===== config.mk =====
export PLATFORM = sky130hd
export DESIGN_NAME = clk_divider
export DESIGN_NICKNAME = d
export VERILOG_FILES = /design/src/rtl/clk_divider.sv
export SDC_FILE = /design/constraint.sdc
export NUM_CORES = 1
export LEC_CHECK = 0
export CORE_AREA = 2 2 39 41
export CTS_CLUSTER_DIAMETER = 40
export DETAILED_ROUTE_END_ITERATION = 6
export DIE_AREA = 0 0 41 43
export PLACE_DENSITY = 0.41
export SETUP_SLACK_MARGIN = 0.2
export SLEW_MARGIN = 10
export SYNTH_ARGS = -nofsm -noshare
export SYNTH_HDL_FRONTEND = slang
export SYNTH_SLANG_ARGS = --single-unit

===== constraint.sdc =====
create_clock -name clk_in -period 1.5 [get_ports clk_in]
set_clock_uncertainty 0.1 [all_clocks]
set_input_delay 0.225 -clock clk_in [delete_from_list [all_inputs] [get_ports clk_in]]
set_output_delay 0.225 -clock clk_in [all_outputs]
set_load 0.05 [all_outputs]

===== src/rtl/clk_divider.sv =====
// rtl/clk_divider.sv - power-of-two clock divider; optional wrap tick behind CLK_DIVIDER_TICK_EN
module clk_divider #(
  parameter int CLK_DIVIDER_IN_BITS = 4
) (
  input  logic                           clk_in,
  input  logic                           rst_n,
  input  logic                           en,
`ifdef CLK_DIVIDER_TICK_EN
  output logic                           tick,
`endif
  output logic                           clk_out,
  output logic [CLK_DIVIDER_IN_BITS-1:0] count
);

  localparam logic [CLK_DIVIDER_IN_BITS-1:0] CountMax = '1;

  logic [CLK_DIVIDER_IN_BITS-1:0] count_q;
  logic [CLK_DIVIDER_IN_BITS-1:0] count_d;

  always_comb begin
    count_d = count_q;
    if (en) begin
      count_d = count_q + CLK_DIVIDER_IN_BITS'(1);
    end
  end

  always_ff @(posedge clk_in or negedge rst_n) begin
    if (!rst_n) begin
      count_q <= '0;
    end else begin
      count_q <= count_d;
    end
  end

  // The MSB flop is the divided clock itself, so clk_out carries no decode glitches.
  assign clk_out = count_q[CLK_DIVIDER_IN_BITS-1];
  assign count   = count_q;

`ifdef CLK_DIVIDER_TICK_EN
  logic tick_q;
  logic tick_d;

  // Registered one-cycle pulse that lines up with the wrap to zero.
  always_comb begin
    tick_d = en && (count_q == CountMax);
  end

  always_ff @(posedge clk_in or negedge rst_n) begin
    if (!rst_n) begin
      tick_q <= 1'b0;
    end else begin
      tick_q <= tick_d;
    end
  end

  assign tick = tick_q;
`endif

endmodule


# Word level (Yosys, flattened, before mapping)
# Cells that the tools add are included.
# totals
reg_bits	4
elab_cells	2
# classes
addsub	1
# ops
cell	n
$add 4x1->4 const B	1

# Depth between registers and ports, before layout
# Gate-level depths: netlist of run 1.
# logic_depth
depth_word	1
depth_mapped	3
ltp_nobuf	3

# Worst setup path after synthesis of run 1
# No wires, ideal clock.
# synth_timing
path_type	flip-flop to flip-flop
start	reg count_q[0], in the netlist count[0]
end	reg count_q[1], in the netlist count[1]
path_stages_with_launch	3
arrival_time_ns	1.211
synth_period_minus_slack_ns	1.435
path_buffers	0
slack_ns	0.065
path_cell_list	dfrtp_1 -> ha_1 -> mux2_2
# synth_between
elab_chain_len	1
# synth_rtl
element	line	text
start, declared	17	logic [CLK_DIVIDER_IN_BITS-1:0] count_q;
start signal, assigned	31	count_q <= count_d;
$add 4x1->4	23	count_d = count_q + CLK_DIVIDER_IN_BITS'(1);
# No other way between the ends.
# A chain may end at the register's enable or synchronous reset.

# Final worst setup path of run 1
# Ends and elaborated chain as after synthesis.

==> reports/results.tsv, run 1 <==
stage	metric	value	unit
clock_network	TritonCTS Buffers	3	
detailed_routing	detailed-route wire length per cell	8.42	um
detailed_routing	drt drc	0	
synthesis	synth top area cells	dfrtp_1 60%, xnor2_1 10%, ha_1 7.5%	
sta	Peak Freq	0.821	GHz
final_layout	combined area of the multi-input logic cells	60.1	um2
final_layout	post-route cell area	329	um2
clock_network	Hold Buf Count CTS	0	
sta	Max Slew Vio Count	0	
flow_run	maxcap violations	0	
die	Die W	41	um
synthesis	Seq/Total Area, Yosys	59.7	%
detailed_routing	Iter 0 DRT Violations	0	
synthesis	YS warnings	0	
detailed_routing	WL final	320	um
synthesis	number of flops mapped to enable cells by yosys	0	
hold_path	Min-Delay Path Class	in -> async	
grt	initial antenna violation count	0	
final_layout	Area Overhead vs Synth	96.3	%
clock_network	post-CTS setup buffers	0	
placed_design	Port Buffers	7	
synthesis	Yosys top cell by area	dfrtp_1	
grt	Overflow after GRT	0	
clock_network	# resized after CTS	0	
synthesis	Synth async-reset ratio	100	%
placed_design	RD Place Congestion	0.615	
die	initial core utilization	12.1	%
grt	gr usage total	5.44	%
synthesis	Synth top area share	59.7	%
setup_path	Arrival @ worst endpoint	1.24	ns
clock_network	TritonCTS clock tree	yes	
setup_path	Setup CP Type	reg -> reg	
sta	RSZ-0062 raised after global routing	false	
synthesis	mapped cell area	168	um2
final_layout	Filler Cell Count	146	
sta	worst-margin pin slew	0.233	ns
setup_path	Critical Path Source Type	register	
die	row cnt	14	
setup_path	CP Max Fanout	4	
synthesis	number of synthesized register bits	4	
clock_network	root buffer cell	clkbuf_4	
sta	Hold Fails Final Rpt	0	
grt	largest net degree at the start of global routing	5	
sta	period utilisation layout	81.2	%
synthesis	Main synth FF type	dfrtp_1	
setup_path	Required @ worst endpoint	1.52	ns
synthesis	most common cell in the netlist	dfrtp_1	
grt	vias in the first global route	146	
synthesis	top post-synthesis cells by count	4 x dfrtp_1, 2 x xnor2_1	
placed_design	placed inst area	303	um2
final_layout	sequential cell area	103	um2
synthesis	cells after synthesis	12	
clock_network	clk_lat worst skew	0.24	ns
grt	first-pass GRT wire length	607	um
sta	Period minus WS final	1.22	ns
final_layout	share of layout cells above drive strength 1	50.0	%
detailed_routing	DRT Pass-1 Iters	1	
synthesis	Mapped Nets	16	
clock_network	clk sinks	4	
clock_network	# H-tree levels	1	
detailed_routing	DR vias/cell	3.45	
die	die area	0.00176	mm2
detailed_routing	vias	131	
sta	worst slew margin relative to its limit	84.5	%
final_layout	ANT cells	0	
synthesis	distinct cell type count after synthesis	8	
detailed_routing	antenna-violating nets left	0	
sta	endpoints failing setup	0	
outcome	outcome	completed	
final_layout	nets@finish	27	
setup_path	CP Capture Type	register	
final_layout	fin util	23.8	%
sta	total negative slack	0	ns
synthesis	syn_area_per_cell	14.0	um2
clock_network	Clock transition at path regs	0.05	ns
clock_network	Max clock buf depth	2	
die	core area	0.00138	mm2
die	Die H	43	um
final_layout	Largest register FFs	4	
die	I/O Pins	8	
==> worst max-delay path: stages, from the launching register on <==
cell and delay, ns:
dfrtp_2 0.45, ha_1 0.30, mux2_2 0.26
==> cell families after synthesis <==
logic type    count (synthesis)  share of synthesized area, %
xor+xnor                      3                          15.7
fa+ha+maj                     1                          7.46
buf+inv                       1                          4.48
flops                         4                          59.7
mux                           1                          6.72
simple gates                  2                          5.97
==> cell type report <==
class / instances / area share (%)
Timing Repair Buffer: 7 / 36.5
Clock buffer: 4 / 7.98
Sequential cell: 4 / 31.2
Multi-Input combinational cell: 7 / 18.3
Tap cell: 16 / 6.08
==> cells in the final DEF (no fill, tap or decap), drive strengths merged <==
cell type / instances
nand4: 1
nand2: 1
buf: 5
clkbuf: 4
dfrtp: 4
ha: 1
clkdlybuf4s50: 2
xnor2: 2
xor2: 1
mux2: 1
==> through the flow <==
| step | hold slack (ns) | instances | setup slack [ns] |
|---|---|---|---|
| after global routing | 0.0996 | 38 | 0.230 |
| after floorplan | -0.171 | 12 | 0.201 |
| after CTS | 0.0875 | 38 | 0.274 |
| after detailed placement | 0.343 | 34 | 0.157 |
| final | 0.0863 | 38 | 0.283 |
| after global placement | 0.340 | 34 | 0.182 |
==> per-layer routing <==
layer	up-vias	part of all wire [%]	global-route usage (%)
li1	59	-	-
met5	-	0	0
met1	62	45	6.19
met3	0	17	5.24
met2	10	38	6.88
met4	0	0	2.00
==> path summary, 6_finish.rpt <==
kind / startpoint / endpoint / slack (ns) / cells past startpoint
worst max-delay path: count[0]$_DFFE_PN0P_ / count[1]$_DFFE_PN0P_ / 0.28 / 2
min in group clk_in: count[0]$_DFFE_PN0P_ / count[0]$_DFFE_PN0P_ / 0.44 / 1
worst min-delay path: rst_n / count[1]$_DFFE_PN0P_ / 0.09 / 1
max in group asynchronous: rst_n / count[0]$_DFFE_PN0P_ / 1.03 / 1
worst max register to register: count[0]$_DFFE_PN0P_ / count[1]$_DFFE_PN0P_ / 0.28 / 2
worst min register to register: count[0]$_DFFE_PN0P_ / count[0]$_DFFE_PN0P_ / 0.44 / 1
Power of run 1 is not shown: default switching activity piles up to over one toggle a cycle in this logic, so the estimate is an artifact.
==> inputs of run 2 (changes only) <==
==> constraint.sdc (replaced) <==
create_clock -name clk_in -period 1.2 [get_ports clk_in]
set_clock_uncertainty 0.1 [all_clocks]
set_input_delay 0.18 -clock clk_in [delete_from_list [all_inputs] [get_ports clk_in]]
set_output_delay 0.18 -clock clk_in [all_outputs]
set_load 0.05 [all_outputs]
==> reports/results.tsv, run 2 (same netlist as run 1, synthesis figures left out) <==
stage	metric	value	unit	change
setup_path	Critical Path Source Type	register		
clock_network	Hold Buf Count CTS	0		unchanged
final_layout	most frequent cells in the layout	6 x buf_4, 5 x buf_12, 4 x dfrtp_2, 3 x clkbuf_4, 3 x buf_6		
final_layout	ANT cells	0		unchanged
clock_network	TritonCTS clock tree	yes		
sta	worst slew margin relative to its limit	86.4	%	+2.0 points
clock_network	TritonCTS Buffers	3		unchanged
clock_network	Clock transition at path regs	0.04	ns	about the same
placed_design	RD Place Congestion	0.681		+11%
final_layout	share of layout cells above drive strength 1	83.3	%	+33 points
sta	Peak Freq	0.827	GHz	+0.62%
grt	vias in the first global route	174		+19%
die	Die W	41	um	unchanged
grt	gr usage total	6.85	%	+1.4 points
final_layout	Largest register FFs	4		unchanged
grt	first-pass GRT wire length	724	um	+19%
sta	Hold Fails Final Rpt	0		unchanged
final_layout	Area Overhead vs Synth	160	%	
setup_path	CP Max Fanout	2		-2
sta	Period minus WS final	1.21	ns	-0.00755 ns
detailed_routing	DRT Pass-1 Iters	1		unchanged
detailed_routing	antenna-violating nets left	0		unchanged
final_layout	nets@finish	36		+33%
grt	initial antenna violation count	0		unchanged
detailed_routing	DR vias/cell	3.39		-1.6%
detailed_routing	detailed-route wire length per cell	9.37	um	+11%
die	core area	0.00138	mm2	unchanged
sta	period utilisation layout	101	%	+20 points
grt	largest net degree at the start of global routing	5		unchanged
outcome	failing checks	setup timing		
sta	total negative slack	-0.00983	ns	-0.00983 ns
grt	Overflow after GRT	0		unchanged
clock_network	clk sinks	4		unchanged
die	initial core utilization	12.1	%	unchanged
clock_network	Max clock buf depth	2		unchanged
sta	endpoints failing setup	1		+1
sta	RSZ-0062 raised after global routing	true		
placed_design	Port Buffers	7		unchanged
flow_run	maxcap violations	0		unchanged
die	Die H	43	um	unchanged
sta	Max Slew Vio Count	0		unchanged
detailed_routing	Iter 0 DRT Violations	0		unchanged
die	die area	0.00176	mm2	unchanged
setup_path	CP Capture Type	register		
die	row cnt	14		unchanged
clock_network	# H-tree levels	1		unchanged
die	I/O Pins	8		unchanged
setup_path	Arrival @ worst endpoint	1.22	ns	-0.02 ns
detailed_routing	vias	156		+19%
hold_path	Min-Delay Path Class	in -> async		
outcome	outcome	finished with violations		
setup_path	Setup CP Type	reg -> reg		
setup_path	Required @ worst endpoint	1.21	ns	-0.31 ns
clock_network	clk_lat worst skew	0.23	ns	about the same
detailed_routing	drt drc	0		unchanged
sta	worst setup margin	-0.00983	ns	-0.292 ns
final_layout	most common cell after layout, fill and taps aside	buf_4		
sta	worst-margin pin slew	0.203	ns	-0.0299 ns
detailed_routing	WL final	431	um	+35%
clock_network	root buffer cell	clkbuf_4		
-- run 2: cell types whose count changed in the layout (fill, tap and decap cells not counted), sizes merged --
cell	change
dlygate4sd2	+1
clkdlybuf4s50	-1
clkbuf	-1
buf	+9
-- run 2: routing by layer --
metal	vias to the layer above	GRT usage [%]	share of wire (%)
li1	76	-	-
met1	70	7.14	38
met2	10	9.06	47
met3	0	7.33	15
met4	0	2.00	0
met5	-	0	0
-- run 2: layout make-up --
type | instances | area, um2
Tap cell | 16 | 20.0
Fill cell | 139 | 947
Multi-Input combinational cell | 7 | 91.3
Sequential cell | 4 | 105
Clock buffer | 3 | 22.5
Timing Repair Buffer | 16 | 198
-- run 2: per-stage QoR --
stage | cells | setup slack, ns | cell area [um2] | util, % | hold WS, ns
finish | 46 | -0.00983 | 437 | 31.6 | 0.0579
global route | 46 | -0.0322 | 437 | 31.6 | 0.0634
CTS | 45 | -0.00922 | 417 | 30.1 | 0.0605
detailed placement | 38 | -0.0908 | 350 | 25.3 | 0.310
global placement | 38 | -0.0597 | 350 | 25.3 | 0.298
floorplan | 12 | -0.0540 | 195 | - | -0.216
-- run 2: final timing paths --
path	startpoint	end	slack (ns)	cells past startpoint
max	count[0]$_DFFE_PN0P_	count[1]$_DFFE_PN0P_	-0.01	3
min	rst_n	count[1]$_DFFE_PN0P_	0.06	1
max reg2reg	count[0]$_DFFE_PN0P_	count[1]$_DFFE_PN0P_	-0.01	3
min reg2reg	count[2]$_DFFE_PN0P_	count[2]$_DFFE_PN0P_	0.50	2
max in group asynchronous	rst_n	count[3]$_DFFE_PN0P_	0.75	1
min in group clk_in	en	count[1]$_DFFE_PN0P_	0.33	2
-- run 2: what timing repair did --
item | in CTS | in global routing
setup endpoints to repair | 6 | 8
buffers inserted | 4 | 1
pin swaps | 4 | 4
resized for setup | 5 | 2
-- run 2: worst max-delay path: stages, from the launching register on --
cell and delay, ns:
dfrtp_2 0.40, buf_6 0.12, ha_4 0.22, mux2_4 0.25
Power of run 2 is left out for the same reason.
